`config.mk`:
```
export PLATFORM = sky130hd
export DESIGN_NAME = iram_arbiter_flat
export DESIGN_NICKNAME = d
export VERILOG_FILES = /design/src/rtl/iram_arbiter_if.sv /design/src/rtl/iram_arbiter.sv /design/src/flat_wrapper.sv
export SDC_FILE = /design/constraint.sdc
export NUM_CORES = 1
export LEC_CHECK = 0
export BUFFER_PORTS_ARGS = -buffer_cell sky130_fd_sc_hd__buf_2
export CAP_MARGIN = 20
export CORE_ASPECT_RATIO = 1.4
export CORE_MARGIN = 2
export CORE_UTILIZATION = 47
export CTS_BUF_LIST = sky130_fd_sc_hd__clkbuf_16
export DETAILED_ROUTE_END_ITERATION = 10
export HOLD_SLACK_MARGIN = 0.12
export PLACE_DENSITY = 0.83
export SLEW_MARGIN = 10
export SYNTH_ARGS = -nofsm -noshare
export SYNTH_HDL_FRONTEND = slang
export SYNTH_SLANG_ARGS = --single-unit
```
`constraint.sdc`:
```
create_clock -name clk -period 4.15 [get_ports clk]
set_input_delay 0.2075 -clock clk [delete_from_list [all_inputs] [get_ports clk]]
set_output_delay 0.2075 -clock clk [all_outputs]
set_load 0.01 [all_outputs]
```
`src/rtl/iram_arbiter_if.sv`:
```
// Shared IRAM port bundle: fetch path, loader path and the
// block RAM pins, seen from the arbiter (slave) or its peers (master).
interface iram_arbiter_if #(
   parameter int AW = 8,
   parameter int DW = 16
);
   logic          f_req;
   logic [AW-1:0] f_addr;
   logic [DW-1:0] f_data;
   logic          f_valid;
   logic          l_req;
   logic [AW-1:0] l_addr;
   logic [DW-1:0] l_data;
   logic          l_ack;
   logic          load_mode;
   logic          cpu_stall;
   logic          wea;
   logic [AW-1:0] iaddr;
   logic [DW-1:0] idataout;
   logic [DW-1:0] idatain;

   modport slave (
      input  f_req, f_addr, l_req, l_addr, l_data,
      input  load_mode, idatain,
      output f_data, f_valid, l_ack, cpu_stall,
      output wea, iaddr, idataout
   );

   modport master (
      output f_req, f_addr, l_req, l_addr, l_data,
      output load_mode, idatain,
      input  f_data, f_valid, l_ack, cpu_stall,
      input  wea, iaddr, idataout
   );
endinterface

```
`src/rtl/iram_arbiter.sv`:
```
// Round-robin sequencer sharing the single IRAM port between
// instruction fetch (read) and the program loader (write).
module iram_arbiter #(
   parameter int AW = 8,
   parameter int DW = 16
) (
   input logic          clk,
   input logic          rst,
   iram_arbiter_if.slave bus
);

   typedef enum logic [1:0] {
      IDLE,
      RD_WAIT,
      RD_CAP,
      WR
   } state_t;

   state_t        state, state_n;
   logic          wea_q, wea_n;
   logic [AW-1:0] iaddr_q, iaddr_n;
   logic [DW-1:0] wdat_q, wdat_n;
   logic [DW-1:0] fdat_q, fdat_n;
   logic          fv_q, fv_n;
   logic          ack_q, ack_n;
   logic          last_q, last_n;
   logic          f_elig, l_elig, pick_l;

   // Completion pulses mask their own requester for one cycle.
   assign f_elig = bus.f_req & ~bus.load_mode & ~fv_q;
   assign l_elig = bus.l_req & ~ack_q;
   assign pick_l = l_elig & (~f_elig | ~last_q);

   always_ff @(posedge clk or posedge rst) begin
      if (rst) begin
         state   <= IDLE;
         wea_q   <= 1'b0;
         iaddr_q <= '0;
         wdat_q  <= '0;
         fdat_q  <= '0;
         fv_q    <= 1'b0;
         ack_q   <= 1'b0;
         last_q  <= 1'b1;
      end else begin
         state   <= state_n;
         wea_q   <= wea_n;
         iaddr_q <= iaddr_n;
         wdat_q  <= wdat_n;
         fdat_q  <= fdat_n;
         fv_q    <= fv_n;
         ack_q   <= ack_n;
         last_q  <= last_n;
      end
   end

   always_comb begin
      state_n = state;
      wea_n   = 1'b0;
      iaddr_n = iaddr_q;
      wdat_n  = wdat_q;
      fdat_n  = fdat_q;
      fv_n    = 1'b0;
      ack_n   = 1'b0;
      last_n  = last_q;
      unique case (state)
         IDLE: begin
            if (pick_l) begin
               iaddr_n = bus.l_addr;
               wdat_n  = bus.l_data;
               wea_n   = 1'b1;
               last_n  = 1'b1;
               state_n = WR;
            end else if (f_elig) begin
               iaddr_n = bus.f_addr;
               last_n  = 1'b0;
               state_n = RD_WAIT;
            end
         end
         RD_WAIT: state_n = RD_CAP;
         RD_CAP: begin
            fdat_n  = bus.idatain;
            fv_n    = 1'b1;
            state_n = IDLE;
         end
         WR: begin
            ack_n   = 1'b1;
            state_n = IDLE;
         end
         default: state_n = IDLE;
      endcase
   end

   assign bus.wea       = wea_q;
   assign bus.iaddr     = iaddr_q;
   assign bus.idataout  = wdat_q;
   assign bus.f_data    = fdat_q;
   assign bus.f_valid   = fv_q;
   assign bus.l_ack     = ack_q;
   assign bus.cpu_stall = bus.f_req & ~fv_q;

endmodule

```
`src/flat_wrapper.sv`:
```
// flat-port wrapper written by rule: the top's interface ports become plain ports
module iram_arbiter_flat 
#(
   parameter int AW = 8,
   parameter int DW = 16
)
  (clk, rst, bus_f_req, bus_f_addr, bus_l_req, bus_l_addr, bus_l_data, bus_load_mode, bus_idatain, bus_f_data, bus_f_valid, bus_l_ack, bus_cpu_stall, bus_wea, bus_iaddr, bus_idataout);
  iram_arbiter_if #(.AW(AW), .DW(DW)) bus_i ();
  input logic clk;
  input logic rst;
  input wire logic [$bits(bus_i.f_req)-1:0] bus_f_req;
  input wire logic [$bits(bus_i.f_addr)-1:0] bus_f_addr;
  input wire logic [$bits(bus_i.l_req)-1:0] bus_l_req;
  input wire logic [$bits(bus_i.l_addr)-1:0] bus_l_addr;
  input wire logic [$bits(bus_i.l_data)-1:0] bus_l_data;
  input wire logic [$bits(bus_i.load_mode)-1:0] bus_load_mode;
  input wire logic [$bits(bus_i.idatain)-1:0] bus_idatain;
  output wire logic [$bits(bus_i.f_data)-1:0] bus_f_data;
  output wire logic [$bits(bus_i.f_valid)-1:0] bus_f_valid;
  output wire logic [$bits(bus_i.l_ack)-1:0] bus_l_ack;
  output wire logic [$bits(bus_i.cpu_stall)-1:0] bus_cpu_stall;
  output wire logic [$bits(bus_i.wea)-1:0] bus_wea;
  output wire logic [$bits(bus_i.iaddr)-1:0] bus_iaddr;
  output wire logic [$bits(bus_i.idataout)-1:0] bus_idataout;
  assign bus_i.f_req = bus_f_req;
  assign bus_i.f_addr = bus_f_addr;
  assign bus_i.l_req = bus_l_req;
  assign bus_i.l_addr = bus_l_addr;
  assign bus_i.l_data = bus_l_data;
  assign bus_i.load_mode = bus_load_mode;
  assign bus_i.idatain = bus_idatain;
  assign bus_f_data = bus_i.f_data;
  assign bus_f_valid = bus_i.f_valid;
  assign bus_l_ack = bus_i.l_ack;
  assign bus_cpu_stall = bus_i.cpu_stall;
  assign bus_wea = bus_i.wea;
  assign bus_iaddr = bus_i.iaddr;
  assign bus_idataout = bus_i.idataout;
  iram_arbiter #(.AW(AW), .DW(DW)) u_core (.clk(clk), .rst(rst), .bus(bus_i));
endmodule
```
# --- Word level (Yosys, flattened, before mapping) ---
# Index checks and enable logic that the tools add are counted.
# W data, S select, Z words.
totals:
  ff_bits: 46
  inputBits: 53
  output_inout_bits: 44
op_classes:
  bitwise: 11
  n_reduce_logical: 5
  muxes: 11
  eq_ne: 4
op_table:
  columns: ["operator", "n"]
  rows:
  - ["$mux W8", 2]
  - ["$mux W1", 6]
  - ["$pmux W2 S3", 1]
  - ["$and A1 B1 Y1", 5]
  - ["$not A1 Y1", 5]
  - ["$eq A2 B2 Y1 const B", 2]
  - ["$mux W2", 2]
  - ["$reduce_and A2 Y1", 2]
  - ["$ne A3 B1 Y1 const B", 1]
  - ["$eq A2 B1 Y1 const B", 1]
  - ["$logic_not A2 Y1", 1]
  - ["$reduce_bool A2 Y1", 1]
  - ["$reduce_or A2 Y1", 1]
  - ["$or A1 B1 Y1", 1]

# --- Depth between registers and ports, before layout ---
# Gate-level depths: netlist (run 1).
depth:
  word_depth: 8
  depth_mapped: 7
  mapped_depth_nobuf: 4

# --- Worst setup path after synthesis (run 1) ---
# Ideal clock, no wire load.
synth_timing:
  kind: "register to register"
  startpoint: "register u_core.ack_q, in the netlist u_core.bus.l_ack"
  endpoint: "register u_core.wdat_q[0], in the netlist u_core.bus.idataout[0]"
  slack_ns: 2.428
  required_time_ns: 4.025
  path_stages_with_launch: 8
  setup_ns: 0.125
  t_arrival_ns: 1.597
  path_buffers: 3
  period_less_slack_ns: 1.722
  path_cell_list: "dfrtp_1 > nor2b_1 > a21boi_1 > buf_6 > and2_4 > buf_6 > buf_6 > mux2_4"
synth_via:
  elab_chain_cells: 4
synth_lines:
  columns: ["element", "line", "text"]
  rows:
  - ["from (decl)", "iram_arbiter.sv:25", "logic ack_q, ack_n;"]
  - ["from (signal assigned)", "iram_arbiter.sv:51", "ack_q <= ack_n;"]
  - ["$not A1 Y1", "iram_arbiter.sv:31", "assign l_elig = bus.l_req & ~ack_q;"]
  - ["$and A1 B1 Y1", "iram_arbiter.sv:31", null]
  - ["$and A1 B1 Y1", "iram_arbiter.sv:32", "assign pick_l = l_elig & (~f_elig | ~last_q);"]
  - ["$reduce_and A2 Y1 (no line)", null, null]
  - ["to (signal assigned)", "iram_arbiter.sv:48", "wdat_q <= wdat_n;"]
  - ["to (decl)", "iram_arbiter.sv:22", "logic [DW-1:0] wdat_q, wdat_n;"]
# No other way between the ends.
# A chain may end at the register's enable or synchronous reset.

# --- Worst setup path after layout (run 1) ---
layout_timing:
  startpoint: "register u_core.ack_q, in the netlist u_core.bus.l_ack"
  endpoint: "register u_core.wdat_q[7], in the netlist u_core.bus.idataout[7]"
# Same word-level chain as after synthesis.

==> results of run 1 <==
layout by cell type, fill, tap and decap left out, drive strengths merged:
cell	instances
buf	98
bufinv	1
clkinvlp	1
nor2b	3
inv	3
o21ai	9
clkbuf	5
nand2	8
a21boi	1
mux2	32
nor2	3
dfrtp	45
a21o	1
and2	2
dfstp	1
mux2i	8
nor3b	1
worst min path at each step:
stage	startpoint	to	slack [ps]
CTS	bus_l_data[1]	u_core.bus.idataout[1]	150
global route	bus_l_data[4]	u_core.bus.idataout[4]	150
global placement	bus_idatain[0]	u_core.bus.f_data[0]	440
finish	rst	u_core.bus.f_data[13]	130
detailed placement	bus_l_data[13]	u_core.bus.idataout[13]	440
floorplan	bus_l_data[0]	u_core.bus.idataout[0]	360
cells by family after synthesis:
group                  after synthesis
multiplexers                        40
flip-flops                          46
buffers and inverters                8
AND/OR/NAND/NOR                     17
AO/OA/AOI/OAI                       11
registers in the layout, summed over array words and instances, names as in the netlist:
name                 cells
u_core.bus.iaddr         8
u_core.bus.f_data       16
u_core.bus.l_ack         1
u_core.bus.wea           1
u_core.last_q            1
u_core.bus.idataout     16
u_core.bus.f_valid       1
u_core.state             2
cell type report:
class,count,area share
timing repair buffer,98,0.199
inverter,2,0.00301
multi-input combinational,68,0.248
clock buffer,5,0.0502
sequential,46,0.462
tap,42,0.0211
clock inverter,3,0.0166
power by group through the flow:
stage	Clock [mW]	Combinational (mW)	Sequential, mW
after floorplan	0	0.415	0.895
after global placement	0	0.778	0.790
after detailed placement	0	0.802	0.796
after CTS	0.444	0.800	0.795
after global routing	0.471	0.864	0.821
final	0.433	0.791	0.791
worst register-to-register path: stages, from the launching register on:
cell and delay (ps):
dfrtp_1 380, nor2b_1 140, a21boi_1 860, and2_4 470
mux2_2 380
routing by layer:
layer / global-route usage / part of all wire / vias to the layer above
li1: - / - / 617
met1: 0.204 / 0.38 / 605
met2: 0.279 / 0.50 / 62
met3: 0.0600 / 0.10 / 4
met4: 0.0500 / 0.0093 / 0
met5: 0 / 0 / -
metrics by stage:
step	instance area, µm²	power, mW	worst slack (ps)	util
CTS	2480	2.04	1780	0.676
finish	2490	2.01	1800	0.678
global placement	2320	1.57	1810	0.631
global route	2490	2.16	1630	0.678
detailed placement	2320	1.60	1790	0.631
floorplan	1820	1.31	2430	-
==> flow_summary_export.csv, run 1 <==
group,metric,value,unit
run_status,status,"finished, final reports clean",
floorplan,rows,26,
grt,grt_first_pass_wirelength,5740,µm
worst_setup_path,regToRegEndpoint,"u_core.bus.idataout[7]",
clock_tree,cts_setup_buffers,0,
timing,max_freq,426,MHz
placed_design,dp.final_hpwl,2670,µm
grt,grtUsageTotal,0.168,
logic_synthesis,synthAdderAreaFrac,0,
cells_and_area,layout-drive-gt1-share,0.635,
clock_tree,clock_latency,280,ps
detailed_routing,drc,0,
worst_setup_path,cp_num_cells,4,
logic_synthesis,syn-cell-area,0.00182,mm²
clock_tree,cts_tree,"yes",
timing,post-route-min-period,2350,ps
logic_synthesis,synth_area_leader_cell,"dfrtp_1",
clock_tree,post_cts_resized,0,
worst_setup_path,worstSetupPathType,"flop to flop",
timing,drv_slew,0,
floorplan,start_util,0.496,
pwr,p_sw,0.628,mW
pwr,seq_power_share,0.393,
logic_synthesis,synth_fp_nets,175,
timing,hold_viol,0,
cells_and_area,nets,274,
placed_design,dp.cells,255,
logic_synthesis,ys_types,19,
logic_synthesis,synth_compound_area_frac,0.0329,
worst_setup_path,critPathSlowestCell,"a21boi_1",
logic_synthesis,synth_top_family_by_area,"multiplexers",
worst_setup_path,cp_cell_sequence,"nor2b_1, a21boi_1, and2_4, mux2_2",
clock_tree,clkSlewWorstSetupHoldPaths,60,ps
floorplan,dieArea,0.00440,mm²
timing,finalSetupTns,0,ps
hold_path,hp-class,"input pin to async pin",
detailed_routing,routedWlPerCell,13.1,µm
floorplan,core_area,0.00368,mm²
timing,setup_viol,0,
worst_setup_path,ff2ff_setup_slack,1800,ps
worst_setup_path,worstPathArrival,2510,ps
timing,hold_ws,128,ps
clock_tree,ctsRootBufferMaster,"clkbuf_16",
grt,grt_max_degree,47,
logic_synthesis,synth_area_leaders,"dfrtp_1 (62%), mux2_2 (15%), mux2_4 (6.6%)",
cells_and_area,multi_input_area,618,µm²
placed_design,portBuffers,96,
pwr,swShare,0.312,
logic_synthesis,async_reset_ff_frac,1.00,
detailed_routing,vias_per_cell,4.88,
worst_setup_path,slowest_delay,860,ps
worst_setup_path,critical_path.startpoint,"u_core.bus.l_ack",
worst_setup_path,startpoint_type,"flop",
logic_synthesis,synth_edf_count,0,
clock_tree,clock_sinks,46,
pwr,combPwrFrac,0.393,
worst_setup_path,crit_end,"u_core.bus.idataout[7]",
grt,grt_pass1_vias,1289,
clock_tree,cts_hold_buf,0,
logic_synthesis,synth_seq_area_share,0.632,
pwr,cellPowerDensity,808,mW/mm²
worst_setup_path,ff2ff_path_depth,4,
detailed_routing,first_pass_iters,4,
logic_synthesis,ys.flop_type,"dfrtp_1",
logic_synthesis,syn_avg_cell_area,15.0,µm²
pwr,p_leak,1.30,nW
cells_and_area,area_delta_synth_final,36.6,%
worst_setup_path,cp-end-kind,"flop",
floorplan,fp.dieH,77.7,µm
worst_setup_path,critical_path_buf_inv_count,0,
logic_synthesis,synth.most_common_cell,"dfrtp_1",
timing,clock_skew,3.54,ps
timing,fin_crit_sh,0.565,
cells_and_area,diodes,0,
worst_setup_path,path_max_fanout,18,
timing,slew_headroom,0.293,
clock_tree,h-tree-depth,2,
detailed_routing,drt_iter0_drc,23,
worst_setup_path,crit_family,"compound AO/OA/AOI/OAI gates",
logic_synthesis,netlist_top_cells_count,"dfrtp_1 (45), mux2_2 (24)",
logic_synthesis,post_synth_xor_area_fraction,0,
floorplan,ios,97,
logic_synthesis,synthCells,122,
clock_tree,cts.path.max_buffers,2,
worst_setup_path,r2r-start,"u_core.bus.l_ack",
detailed_routing,vias,1288,
pwr,p_clk_frac,0.215,
grt,antenna_found_initial,0,
cells_and_area,seqCellArea,0.00115,mm²
logic_synthesis,synth_top_area_share,0.617,
timing,max_slew.worst_pin.slew,1060,ps
grt,overflow,0,
run,maxCapViolations,0,
logic_synthesis,synth_seq_cells,46,
pwr,power.internal,1.39,mW
logic_synthesis,synth-simple-area-share,0.0480,
detailed_routing,postRouteAntennaNets,0,
pwr,ir_worst_vdd,0.566,mV
worst_setup_path,worstPathRequired,4310,ps
timing,rsz0062_at_grt,"no",
cells_and_area,final_cells,264,
floorplan,die_w,56.7,µm
clock_tree,cts-buffers-inserted,5,
logic_synthesis,ys.warnings.count,0,
logic_synthesis,synthMuxAreaShare,0.258,
cells_and_area,n_fill_cell,285,
placed_design,place.gp.congestion,0.740,
detailed_routing,wl,3460,µm
No activity file was read; power rests on OpenSTA's default activity.
==> run 2: changes to the inputs <==
Settings changed: CORE_UTILIZATION 47 to 44, PLACE_DENSITY 0.83 to 0.79.
Clock period 4.15 ns to 2.2 ns, I/O delays scaled along.
==> flow_summary_export.csv, run 2 (synthesized netlist as in run 1, its figures left out) <==
group,metric,value,unit
clock_tree,cts.path.max_buffers,2,
timing,max_slew.worst_pin.slew,944,ps
worst_setup_path,cp-end-kind,"flop",
worst_setup_path,worstPathRequired,2310,ps
timing,finalSetupTns,0,ps
hold_path,worstHoldStart,"bus_f_addr[2]",
timing,fin_crit_sh,0.721,
worst_setup_path,critPathSlowestCell,"o21ai_1",
floorplan,core_area,0.00395,mm²
grt,grtUsageTotal,0.206,
grt,grt_max_degree,47,
detailed_routing,wl,4490,µm
worst_setup_path,worstSetupPathType,"flop to flop",
cells_and_area,diodes,0,
worst_setup_path,critical_path_buf_inv_count,0,
clock_tree,cts_tree,"yes",
placed_design,dpl_cell_area,0.00233,mm²
placed_design,portBuffers,96,
cells_and_area,nets,308,
worst_setup_path,startpoint_type,"flop",
pwr,ir_worst_vdd,1.09,mV
grt,grt_pass1_vias,1622,
timing,setup_ws,614,ps
floorplan,die_w,58.4,µm
worst_setup_path,r2r-start,"u_core.bus.f_valid",
detailed_routing,drt_iter0_drc,18,
hold_path,whs_endpoint,"u_core.bus.iaddr[2]",
grt,antenna_found_initial,0,
floorplan,fp.dieH,80.2,µm
worst_setup_path,slowest_delay,730,ps
floorplan,start_util,0.462,
clock_tree,h-tree-depth,2,
grt,grt_first_pass_wirelength,7290,µm
timing,drv_slew,0,
detailed_routing,drc,0,
timing,setup_viol,0,
detailed_routing,vias,1430,
clock_tree,clkSlewWorstSetupHoldPaths,60,ps
detailed_routing,routedWlPerCell,15.0,µm
grt,overflow,0,
floorplan,dieArea,0.00468,mm²
detailed_routing,vias_per_cell,4.78,
timing,clock_skew,4.74,ps
timing,slew_headroom,0.366,
worst_setup_path,path_max_fanout,18,
timing,max_freq,630,MHz
worst_setup_path,regToRegEndpoint,"u_core.bus.iaddr[3]",
run,maxCapViolations,0,
cells_and_area,final_cell_mix,"buf_2 (96), dfrtp_1 (45), dlygate4sd3_1 (33), mux2_2 (24)",
placed_design,pre_cts_slack,635,ps
timing,hold_ws,129,ps
worst_setup_path,crit_family,"compound AO/OA/AOI/OAI gates",
worst_setup_path,ff2ff_setup_slack,610,ps
pwr,p_total,3.76,mW
detailed_routing,first_pass_iters,4,
detailed_routing,postRouteAntennaNets,0,
floorplan,ios,97,
cells_and_area,layout-drive-gt1-share,0.551,
timing,rsz0062_at_grt,"no",
worst_setup_path,worstPathArrival,1690,ps
clock_tree,ctsRootBufferMaster,"clkbuf_16",
clock_tree,clock_sinks,46,
pwr,cellPowerDensity,1340,mW/mm²
timing,post-route-min-period,1590,ps
hold_path,hp-class,"input pin to flop",
placed_design,place.gp.congestion,0.739,
timing,hold_viol,0,
placed_design,dp.final_hpwl,2770,µm
cells_and_area,final_common_cell,"buf_2",
worst_setup_path,ff2ff_path_depth,3,
cells_and_area,fin_area,0.00280,mm²
run_status,status,"finished, final reports clean",
worst_setup_path,cp_cell_sequence,"nor3b_2, o21ai_1, o21ai_0",
clock_tree,clock_latency,270,ps
pwr,p_leak,1.43,nW
floorplan,rows,27,
hold_path,min_path_cells,3,
clock_tree,post_cts_resized,0,
clock_tree,cts-buffers-inserted,5,
cells_and_area,area_delta_synth_final,53.6,%
[run 2: cell count changes in the layout (fill, tap and decap cells not counted), sizes merged]
cell	delta
dlygate4sd3	+33
clkinv	+2
buf	+1
bufinv	-1
clkinvlp	-1
[run 2: area by class of cell]
| cell class | count | area (µm²) |
|---|---|---|
| multi-input cells | 68 | 618 |
| well taps | 43 | 53.8 |
| repair buffers | 132 | 833 |
| inverters | 2 | 7.51 |
| clock inverters | 3 | 12.5 |
| clock buffers | 5 | 125 |
| fillers | 293 | 1150 |
| flip-flops and latches | 46 | 1150 |
[run 2: stage by stage]
stage,instances,util
2_1_floorplan,122,-
3_3_place_gp,258,0.591
3_5_place_dp,258,0.591
4_1_cts,299,0.709
5_1_grt,299,0.709
6_report,299,0.709
[run 2: metal layers]
metal	wire length, µm	vias up	global-route usage
li1	-	683	-
met1	1630	689	0.215
met5	0	-	0
met4	34	0	0.0558
met3	227	4	0.0515
met2	2600	54	0.393
[run 2: where the power goes]
part / internal [mW] / leakage [nW] / switching, mW
clock network: 0.410 / 0.0724 / 0.273
logic: 0.838 / 0.807 / 0.727
registers: 1.28 / 0.549 / 0.226
[run 2: repair_timing]
action,CTS,global route
endpoints found under the hold margin,77,0
buffers inserted,0,0
hold buffers,33,0
[run 2: worst min-delay path, delay by kind of cell]
kind / cells / cell delay (ps)
compound gates: 1 / 130
mux: 1 / 50
buf+inv: 1 / 70
[run 2: how the worst max path moves through the flow]
stage,startpoint,endpoint,slack [ps],cells after the start
after detailed placement,u_core.bus.f_valid,u_core.bus.iaddr[7],630,3
after CTS,u_core.bus.f_valid,u_core.bus.iaddr[3],590,3
after floorplan,u_core.bus.l_ack,u_core.bus.idataout[0],480,7
after global placement,u_core.bus.l_ack,u_core.bus.idataout[11],650,4
after global routing,u_core.bus.f_valid,u_core.bus.iaddr[1],460,3
final,u_core.bus.f_valid,u_core.bus.iaddr[3],610,3
